### src/rtl/sram_arbiter_ctrl.sv
// Round-robin two-port arbiter/sequencer driving a level-sensitive SRAM cell array.
// Latency: Req to Ack is 3 cycles, 4 cycles per transaction; backpressure: Req is held until Ack.
module sram_arbiter_ctrl #(
    parameter int WIDTH = 8,
    parameter int AW    = 4
) (
    input  logic             Clk,
    input  logic             Reset,
    input  logic             Req0,
    input  logic             Req1,
    input  logic             We0,
    input  logic             We1,
    input  logic [AW-1:0]    Addr0,
    input  logic [AW-1:0]    Addr1,
    input  logic [WIDTH-1:0] WData0,
    input  logic [WIDTH-1:0] WData1,
    output logic             Ack0,
    output logic             Ack1,
    output logic [WIDTH-1:0] RData,
    output logic [AW-1:0]    Cell_Addr,
    output logic [WIDTH-1:0] Cell_Data,
    output logic             Cell_Write,
    output logic             Cell_Read,
    input  logic [WIDTH-1:0] Cell_Q,
    output logic             Busy
);

    localparam logic [1:0] IDLE   = 2'd0;
    localparam logic [1:0] SETUP  = 2'd1;
    localparam logic [1:0] ACCESS = 2'd2;
    localparam logic [1:0] HOLD   = 2'd3;

    logic [1:0] state;
    logic       prio;
    logic       win;
    logic       we_l;
    logic       grant_sel;

    // Contention follows the pointer; a lone request always wins.
    always_comb begin
        grant_sel = 1'b0;
        if (Req0 && Req1) begin
            grant_sel = prio;
        end else begin
            grant_sel = Req1;
        end
    end

    always_ff @(posedge Clk) begin
        if (Reset) begin
            state      <= IDLE;
            prio       <= 1'b0;
            win        <= 1'b0;
            we_l       <= 1'b0;
            Ack0       <= 1'b0;
            Ack1       <= 1'b0;
            RData      <= '0;
            Cell_Addr  <= '0;
            Cell_Data  <= '0;
            Cell_Write <= 1'b0;
            Cell_Read  <= 1'b0;
            Busy       <= 1'b0;
        end else begin
            Ack0       <= 1'b0;
            Ack1       <= 1'b0;
            Cell_Write <= 1'b0;
            Cell_Read  <= 1'b0;
            case (state)
                IDLE: begin
                    if (Req0 || Req1) begin
                        win       <= grant_sel;
                        we_l      <= grant_sel ? We1 : We0;
                        Cell_Addr <= grant_sel ? Addr1 : Addr0;
                        Cell_Data <= grant_sel ? WData1 : WData0;
                        Busy      <= 1'b1;
                        state     <= SETUP;
                    end
                end
                SETUP: begin
                    // Address/data settled for a full cycle before the strobe opens.
                    Cell_Write <= we_l;
                    Cell_Read  <= !we_l;
                    state      <= ACCESS;
                end
                ACCESS: begin
                    if (!we_l) begin
                        RData <= Cell_Q;
                    end
                    Ack0  <= !win;
                    Ack1  <= win;
                    state <= HOLD;
                end
                HOLD: begin
                    prio  <= !win;
                    Busy  <= 1'b0;
                    state <= IDLE;
                end
                default: begin
                    state <= IDLE;
                end
            endcase
        end
    end

endmodule
### config.mk
export PLATFORM = sky130hd
export DESIGN_NAME = sram_arbiter_ctrl
export DESIGN_NICKNAME = d
export VERILOG_FILES = /design/src/rtl/sram_arbiter_ctrl.sv
export SDC_FILE = /design/constraint.sdc
export NUM_CORES = 1
export LEC_CHECK = 0
export CAP_MARGIN = 0
export CORE_MARGIN = 4
export CORE_UTILIZATION = 35
export DETAILED_ROUTE_END_ITERATION = 8
export PLACE_DENSITY_LB_ADDON = 0.15
export SETUP_SLACK_MARGIN = 0.02
export SYNTH_ARGS = -nofsm -noshare
export SYNTH_HDL_FRONTEND = slang
export SYNTH_SLANG_ARGS = --single-unit
### constraint.sdc
create_clock -name Clk -period 1.8 [get_ports Clk]
set_input_delay 0.27 -clock Clk [delete_from_list [all_inputs] [get_ports Clk]]
set_output_delay 0.27 -clock Clk [all_outputs]
set_load 0.01 [all_outputs]
After elaboration in Yosys (flattened, before gate mapping):

Index checks and enable logic that the tools add are counted.

* output and inout port bits: 25
* latch bits: 0
* memories: 0
* bits of input ports: 38
* ROM bits: 0
* memory bits (writable): 0
* flip-flop bits (word level): 30

* reductions and logical operators: 11
* shift-type cells: 0
* $add $sub $neg: 0
* divide/modulo/power cells: 0
* mux-type cells: 8
* bitwise logic cells: 3
* equality and inequality tests: 4
* multipliers: 0
* $lt $le $gt $ge: 0

Operators with widths (count)
* 2-to-1 mux 8 bit: 1
* case mux 2 bit (4 select lines): 1
* AND reduction 2 bit: 3
* == test 2 bit, second input constant: 2
* 2-to-1 mux 4 bit: 1
* OR reduction 2 bit: 2
* 2-to-1 mux 1 bit: 3
* NOT 1 bit: 3
* == test 2 x 1 -> 1 bit, second input constant: 1
* zero test 1 bit: 2
* zero test 2 bit: 1
* 2-to-1 mux 2 bit: 1
* != test 2 bit, second input constant: 1
* case mux 1 bit (2 select lines): 1
* nonzero test 2 bit: 1
* logical AND 1 bit: 1
* logical OR 1 bit: 1

Longest topological paths before layout:

Gate-level depths: netlist of run 1.

* word-level depth: 3
* depth in mapped cells: 7
* depth with buffers taken out: 5

Worst setup path before layout of run 1:

No wires, ideal clock.

* kind: register to register
* from: reg state[0]
* to: reg Busy
* data required time: 1.662 ns
* path slack: 0.459 ns
* cell stages (with the launch flop): 8
* arrival time: 1.203 ns
* clock period less this slack: 1.341 ns
* path through: dfxtp_1 inv_1 ha_1 o21a_1 buf_6 buf_8 o21bai_1 a21oi_1

* word-level cells in the longest chain between the ends: 3
* elaborated cells on any way between the ends: 6
* classes of those cells: eq/ne (2); mux (1); reduce/logical (3)

Ends and longest elaborated chain
* from (decl): RTL line 33 `logic [1:0] state;`
* from (signal assigned): RTL line 51 `state <= IDLE;`
* from (signal assigned): RTL line 76 `state <= SETUP;`
* from (signal assigned): RTL line 83 `state <= ACCESS;`
* == test 2 bit or zero test 2 bit (tied branches): RTL line 68 `case (state)`
* nonzero test 2 bit (no line) or != test 2 bit (tied branches)
* AND reduction 2 bit (no line)
* to (signal assigned): RTL line 62 `Busy <= 1'b0;`
* to (signal assigned): RTL line 75 `Busy <= 1'b1;`
* to (signal assigned): RTL line 95 `Busy <= 1'b0;`
* to (decl): RTL line 25 `output logic Busy`

Parallel ways exist; a longest one is shown, timed or not.
A chain may end at the register's enable or synchronous reset.

Worst setup path in the final report of run 1:

* from: reg state[0]
* to: reg Cell_Data[4]

* word-level cells in the longest chain between the ends: 2

Ends and longest elaborated chain
* zero test 2 bit: RTL line 68
* AND reduction 2 bit (no line)
* to (signal assigned): RTL line 74 `Cell_Data <= grant_sel ? WData1 : WData0;`
* to (decl): RTL line 21 `output logic [WIDTH-1:0] Cell_Data,`

Every way passes these cells.

==> out/results.txt, run 1 <==
The run finished with clean final reports. Once the floorplan was initialized, standard cells occupied 36.7% of the core. The net count of the finished layout is 245. OpenSTA, run right after detailed placement, puts the worst setup slack at 49.0 ps.

The area growth from synthesis to layout is 54.3%. The number of synthesized flops with an enable pin was 0. The dominant synthesized flop cell is dfxtp_1. The share of total power dissipated in combinational logic is 45.6%. The tools report the initial DRC count as 77.

The floorplan die area is 0.00496 mm², and the routed via count divided by cell count is 4.93. In this run the static leakage power is 0.758 nW. The number of antenna violations at the first check in global routing is 0. The die span in x was 70.4 µm.

The number of nets with antenna violations after detailed routing was 0; the total routing resource utilization after global routing was 15.0%. For the final database, setup skew stands at 4.48 ps. After synthesis, the share of flip-flops with an asynchronous set or reset is 0%. After routing, the total negative slack on setup checks comes to 0 ps.

The maximum clock insertion buffer count was 2. The slew at the pin closest to its max-slew limit works out to 362 ps. The startpoint class of the critical path is a register. For this run, the detailed router's first-pass iteration total came to 4.

For the data arrival time of the critical path, the log shows 1670 ps. Clock-pin slew was measured on the worst setup and hold paths at 60 ps. Critical path data required time: 1980 ps.

In this run the core area contains 22 standard-cell rows. Final count of negative-setup-slack endpoints: 0. The switching power share of the total was 33.6%.

The tools report the net switching power as 0.942 mW. The average footprint of a synthesized cell is 9.74 µm², and the number of global-route vias before repair is 1237. The tools report the number of DRC violations after detailed routing as 0. In this run the vertical extent of the chip is 70.4 µm. The worst hold-check path type was register to register. Maximum number of pins on one net before global-route repair: 28.

The maximum fanout encountered on the critical timing path was 27. In this run the number of H-tree levels came out at 2. STA classifies the critical path endpoint as a register. For the final worst slack, the log shows 312 ps. TritonCTS built the clock tree. After detailed routing, the total wire length is 3590 µm.

The critical path is of the register to register type. For this design the ratio of total power to cell area is 1330 mW/mm². Final count of hold timing violations: 0. For the relative max-transition margin, the log shows 75.9%. Worst hold path stage count: 1. The finished layout holds 252 standard cells, fillers aside. Peak clock frequency supported by timing: 672 MHz. In the finished design, the share of the clock period the worst path needs comes to 82.7%. The post-synthesis cell type count is 27, and the internal cell power is 1.86 mW.

Dividing the detail-routed wire length by the instance count gives 14.2 µm. The register bit total from synthesis came out at 30. Setup repair after global routing left no endpoint under its margin. Across all layers, the routed design uses 1243 vias. VDD sags by at most 0.00110 V. The number of input and output port buffers inserted was 62. The first global-routing pass estimated 5910 µm of wire. The run gives 63 as the I/O pin total. The repair_antennas step left the layout with diodes totalling 0.

The tools report the hold path startpoint as win$_SDFFE_PP0P_. The number of gates resized after CTS was 0. When the netlist entered floorplanning its net count stood at 182. Cells with a size suffix above 1 make up 11.3% of the layout. The CTS buffer count is 5. The tree is rooted in a clkbuf_8.

Routability-driven placement finished with a final weighted congestion of 0.764. The most critical setup path has its startpoint at state[0]$_SDFFE_PP0P_. For this run the aggregate overflow at the end of global routing stands at 0. Final design utilization: 56.6%. The Yosys step of the flow raised 0 warnings. The run gives 0 as the number of pins exceeding their max-slew limit in the final report. The placed wire-length estimate after detailed placement was 2700 µm; the cell count after synthesis was 140.

The mapped netlist covers 0.00136 mm². The critical register-to-register path startpoint is state[0]$_SDFFE_PP0P_. The path depth of the worst reg2reg path works out to 6.

The number of placed cells counting well taps was 244. Max-cap violations in this run came to 0. The logs give 0.00372 mm² for the area of the core and 0 for the buffer count from post-CTS setup fixing. Subtracting the final worst setup slack from the clock period gives 1490 ps. The clock latency on the worst-skew pair was 270 ps. Registers are responsible for 35.0% of the overall power. The clock network accounts for 19.4% of the total power. Sequential cells were found to cover 44.0% of the synthesized design area. The clock drives 30 sinks. Hold repair after CTS inserted 0 buffers.
[cell type report]
class / instances / area (µm²)
multi-input cells: 94 / 659
fillers: 347 / 1610
repair buffers: 68 / 678
inverters: 4 / 15.0
well taps: 48 / 60.1
clock buffers: 7 / 86.3
clock inverters: 1 / 5.00
flip-flops and latches: 30 / 601
[path summary, 6_finish.rpt]
path,end,slack [ps]
hold / removal,Ack0$_SDFF_PP0_,460
setup reg to reg,Cell_Data[4]$_SDFFE_PP0P_,310
setup / recovery,Cell_Data[4]$_SDFFE_PP0P_,310
hold reg to reg,Ack0$_SDFF_PP0_,460
[through the flow]
stage	power, mW	hold slack, ps	area (µm²)
floorplan	1.80	417	1360
global placement	2.25	460	2010
detailed placement	2.29	463	2010
CTS	2.84	470	2100
global route	3.02	475	2100
finish	2.80	464	2100
[Yosys cell counts (all sizes together), types with 4 or more instances]
library cell  number  area (µm²)
nor3b              4        30.0
o21ai             14        70.1
nand3             13        65.1
nor2              25        93.8
mux2i             10         100
clkbuf             4        16.3
dfxtp             30         601
a311oi            13         176
ha                 4        50.1
buf                8        72.6
inv                4        15.0
[state kept, by name, summed over array words and instances, names as in the netlist]
name / flops
Cell_Addr: 4
Cell_Write: 1
state: 2
Cell_Data: 8
RData: 8
we_l: 1
Ack1: 1
Busy: 1
Ack0: 1
win: 1
Cell_Read: 1
prio: 1
[power by group through the flow]
stage                     Clock [mW]  Combinational [mW]  Sequential (mW)
final                          0.543                1.28            0.983
after global routing           0.596                1.41             1.02
after CTS                      0.557                1.30            0.984
after detailed placement           0                1.29            0.999
after global placement             0                1.26            0.989
after floorplan                    0               0.743             1.06
[critical path, stage by stage, from the launching register on]
cell	delay [ps]
dfxtp_1	350
inv_1	100
ha_1	250
o21a_1	200
buf_12	190
nor2_1	50
a311oi_1	250
[cells by family (layout without fill, tap and decap cells)]
group                      count (synthesis)  in the layout  synth area share, %
and+or+nand+nor                           48             48                 16.6
AOI/OAI and AO/OA                         32             32                 20.7
DFF                                       30             30                 44.0
buffers and inverters                     16             80                 7.61
muxes                                     10             10                 7.34
adders and majority gates                  4              4                 3.67
[cells in the final DEF (no fill, tap or decap), drive strengths merged]
master,n
nand3,13
nand2,1
clkbuf,7
and2b,1
ha,4
mux2i,10
a311oi,13
nor3b,4
clkdlybuf4s50,62
and3b,1
dfxtp,30
o21a,1
o21ai,14
a21oi,1
nor2b,1
a32oi,1
nor3,1
a211oi,1
nor2,25
inv,4
clkinv,1
buf,6
o21bai,1
nand2b,1
[metal layers]
layer  up-vias  GRT usage (%)  wire [µm]
met5         -              0          0
met4         0           5.74         39
met3         5           5.47        266
met2        38           24.2       1710
met1       576           18.1       1570
li1        624              -          -
(Power assumes the default switching activity.)
==> run 2: changes to the inputs <==
Clock period 1.8 ns to 1.55 ns, I/O delays scaled along.
==> run 2 against run 1 <==
Compared with the run above:
- setup slack worse by 180 ps
- largest cell class unchanged
- global-route usage increased by 0.33 points
- hold slack improved by 1.5 ps
- power increased by 26%
- sequential power rose by 17%
- non-clock buffer count is 5 higher
- clock power grew 45%
- combinational power increased by 26%
- fmax grew 4.7%
- critical path type unchanged
- core utilization up 2.2 points
- sequential share of layout area shrank 1.0 points
- cell area rose by 3.8%
==> out/results.txt, run 2 (synthesis results as in run 1) <==
The path class of the tightest hold or removal check is register to register. The startpoint identified for the worst hold timing path is win$_SDFFE_PP0P_. The detailed-route wire length was 3810 µm (+6.2%). The final weighted congestion of routability-driven global placement is 0.781 (+2.1%). The logs give 129 ps (-183 ps) for the final worst slack and 6.04% (+0.58 points) for the routing usage on met3. The run gives 0.798 nW (+5.3%) as the static leakage. In this run the clock root is driven by a clkbuf_8.

The tools report the source of the critical timing path as state[0]$_SDFFE_PP0P_. The final count of hold timing violations was 0 (unchanged); the number of input and output port buffers inserted was 62 (unchanged). The area of the core is 0.00372 mm² (unchanged), and the effective utilization at floorplan is 36.7% (unchanged). The largest registers in the layout are Cell_Data (8), RData (8), Cell_Addr (4).

For the floorplan die area, the log shows 0.00496 mm² (unchanged). The die span in x came out at 70.4 µm (unchanged). TritonCTS built the clock tree. The maximum number of pins on one net before global-route repair is 28 (unchanged). The vertical extent of the die was 70.4 µm (unchanged); the number of nets with antenna violations after detailed routing was 0 (unchanged). The maximum fanout encountered on the critical timing path was 14 (-48%); the number of placed cells counting well taps was 248 (+1.6%).

The critical path is of the register to register type. The slew at the pin closest to its max-slew limit works out to 334 ps (-27.6 ps). The run gives 1298 (+4.4%) as the via count. The count of max-cap constraint violations was 0 (unchanged); the clock skew after layout was 3.06 ps (-1.42 ps). The fill cell instance count of the final layout is 325 (-6.3%), and the clock latency on the worst-skew pair is 270 ps (about the same). The relative max-transition margin is 77.7% (+1.8 points), and the first-pass detailed-route iteration total is 4 (unchanged). The share of the clock period used by the worst path after layout is 91.7% (+9.0 points).

The sort of element at the end of the critical path is a register. The routed via count divided by cell count is 5.07 (+2.8%). The final count of negative-setup-slack endpoints was 0 (unchanged).

The run finished with clean final reports. The CTS buffer count was 5 (unchanged); the data arrival time of the critical path was 1600 ps (-70 ps). The layout cell share with drive strength beyond 1 works out to 14.4% (+3.1 points).

Synthesis-to-finish area growth: 60.2%. For the final cell count without fillers, the log shows 256 (+1.6%). The time the worst path needs with I/O delays and setup was 1420 ps (-67.1 ps).

The placed wire-length estimate after detailed placement is 2800 µm (+3.7%). The library cell used most frequently in the layout, excluding fill and tap cells, is clkdlybuf4s50_1. The peak clock frequency supported by timing came out at 704 MHz (+4.7%). The logs give 2 (unchanged) for the number of levels in the clock H-tree and 1210 (-2.2%) for the number of global-route vias before repair. The startpoint class of the critical path was a register.

The logs give 18.9% (+0.88 points) for the routing usage on met1 and 250 (+2.0%) for the final layout net count. The run gives -59.0 ps (-108 ps) as the post-place setup slack. Critical register-to-register path startpoint: state[0]$_SDFFE_PP0P_. For the first-pass GRT wire length, the log shows 5930 µm (+0.36%). The tools report the met2 global-route usage as 23.9% (-0.31 points). The run gives 0.00218 mm² (+3.8%) as the post-route standard cell area excluding fillers. The final design utilization was 58.8% (+2.2 points). The count of clock tree sinks was 30 (unchanged). For the critical path data required time, the log shows 1730 ps (-250 ps). The run gives 0.00204 mm² (+1.5%) as the area after detailed placement. The tools report the number of pins exceeding their max-slew limit in the final report as 0 (unchanged). Most utilized layer in the global route result: met2.

Antenna diode count: 0 (unchanged). Hold slack: 465 ps (+1.49 ps). The average wire per cell in the routed design was 14.9 µm (+4.5%); the number of antenna violations at the first check in global routing was 0 (unchanged). The run gives 63 (unchanged) as the I/O pin total.

The logs give 22 (unchanged) for the count of standard-cell rows and 0.00114 V (+3.4%) for the worst vdd rail ir drop. The clock transition at the registers of the reported paths works out to 60 ps (about the same). Leaving out fill and tap cells, the most frequent cells in the layout are clkdlybuf4s50_1 (62), dfxtp_1 (30), nor2_1 (25). Total routing resource utilization after global routing: 15.3% (+0.33 points).

The maximum clock insertion buffer count was 2 (unchanged); the number of DRC violations after detailed routing was 0 (unchanged). The power density over the cells was 1620 mW/mm² (+22%); the initial DRC count was 173 (+120%). Setup repair after global routing left no endpoint under its margin.

For the total grt overflow, the log shows 0 (unchanged).
[run 2: report_power, final]
| group | internal (mW) | switching [mW] |
|---|---|---|
| combinational | 0.890 | 0.722 |
| clock | 0.514 | 0.276 |
| sequential | 1.01 | 0.140 |
[run 2: timing repair]
action | 4_1_cts | 5_1_grt
resized for setup | 0 | 2
setup buffers | 0 | 0
setup endpoints to repair | 0 | 12
hold buffers | 0 | 0
[run 2: critical path, stage by stage, from the launching register on]
cell	delay (ps)
dfxtp_1	340
inv_1	100
ha_2	230
o21a_2	210
buf_12	150
nor2_1	50
a311oi_1	240
[run 2: cell type report]
cell class                 count  area, µm²  share of cell area (%)
multi-input combinational     94        663                    30.4
clock buffer                   6       82.6                    3.78
tap                           48       60.1                    2.75
sequential                    30        601                    27.5
clock inverter                 1       30.0                    1.37
timing repair buffer          73        733                    33.6
inverter                       4       15.0                   0.687
[run 2: per-stage QoR]
stage / total power, mW / setup TNS (ps)
floorplan: 2.09 / 0
global placement: 2.63 / 0
detailed placement: 2.67 / -351
CTS: 3.47 / 0
global route: 3.77 / 0
finish: 3.55 / 0
[run 2: metal layers]
layer,part of all wire [%],wire [µm],vias up
li1,-,-,638
met1,44,1660,607
met2,48,1810,51
met3,8.2,313,2
met4,0.63,24,0
met5,0,0,-
[run 2: final timing paths]
kind / end / slack [ps] / cells after the start
max: Cell_Data[6]$_SDFFE_PP0P_ / 130 / 6
max reg2reg: Cell_Data[6]$_SDFFE_PP0P_ / 130 / 6
min reg2reg: Ack0$_SDFF_PP0_ / 470 / 1
min: Ack0$_SDFF_PP0_ / 470 / 1
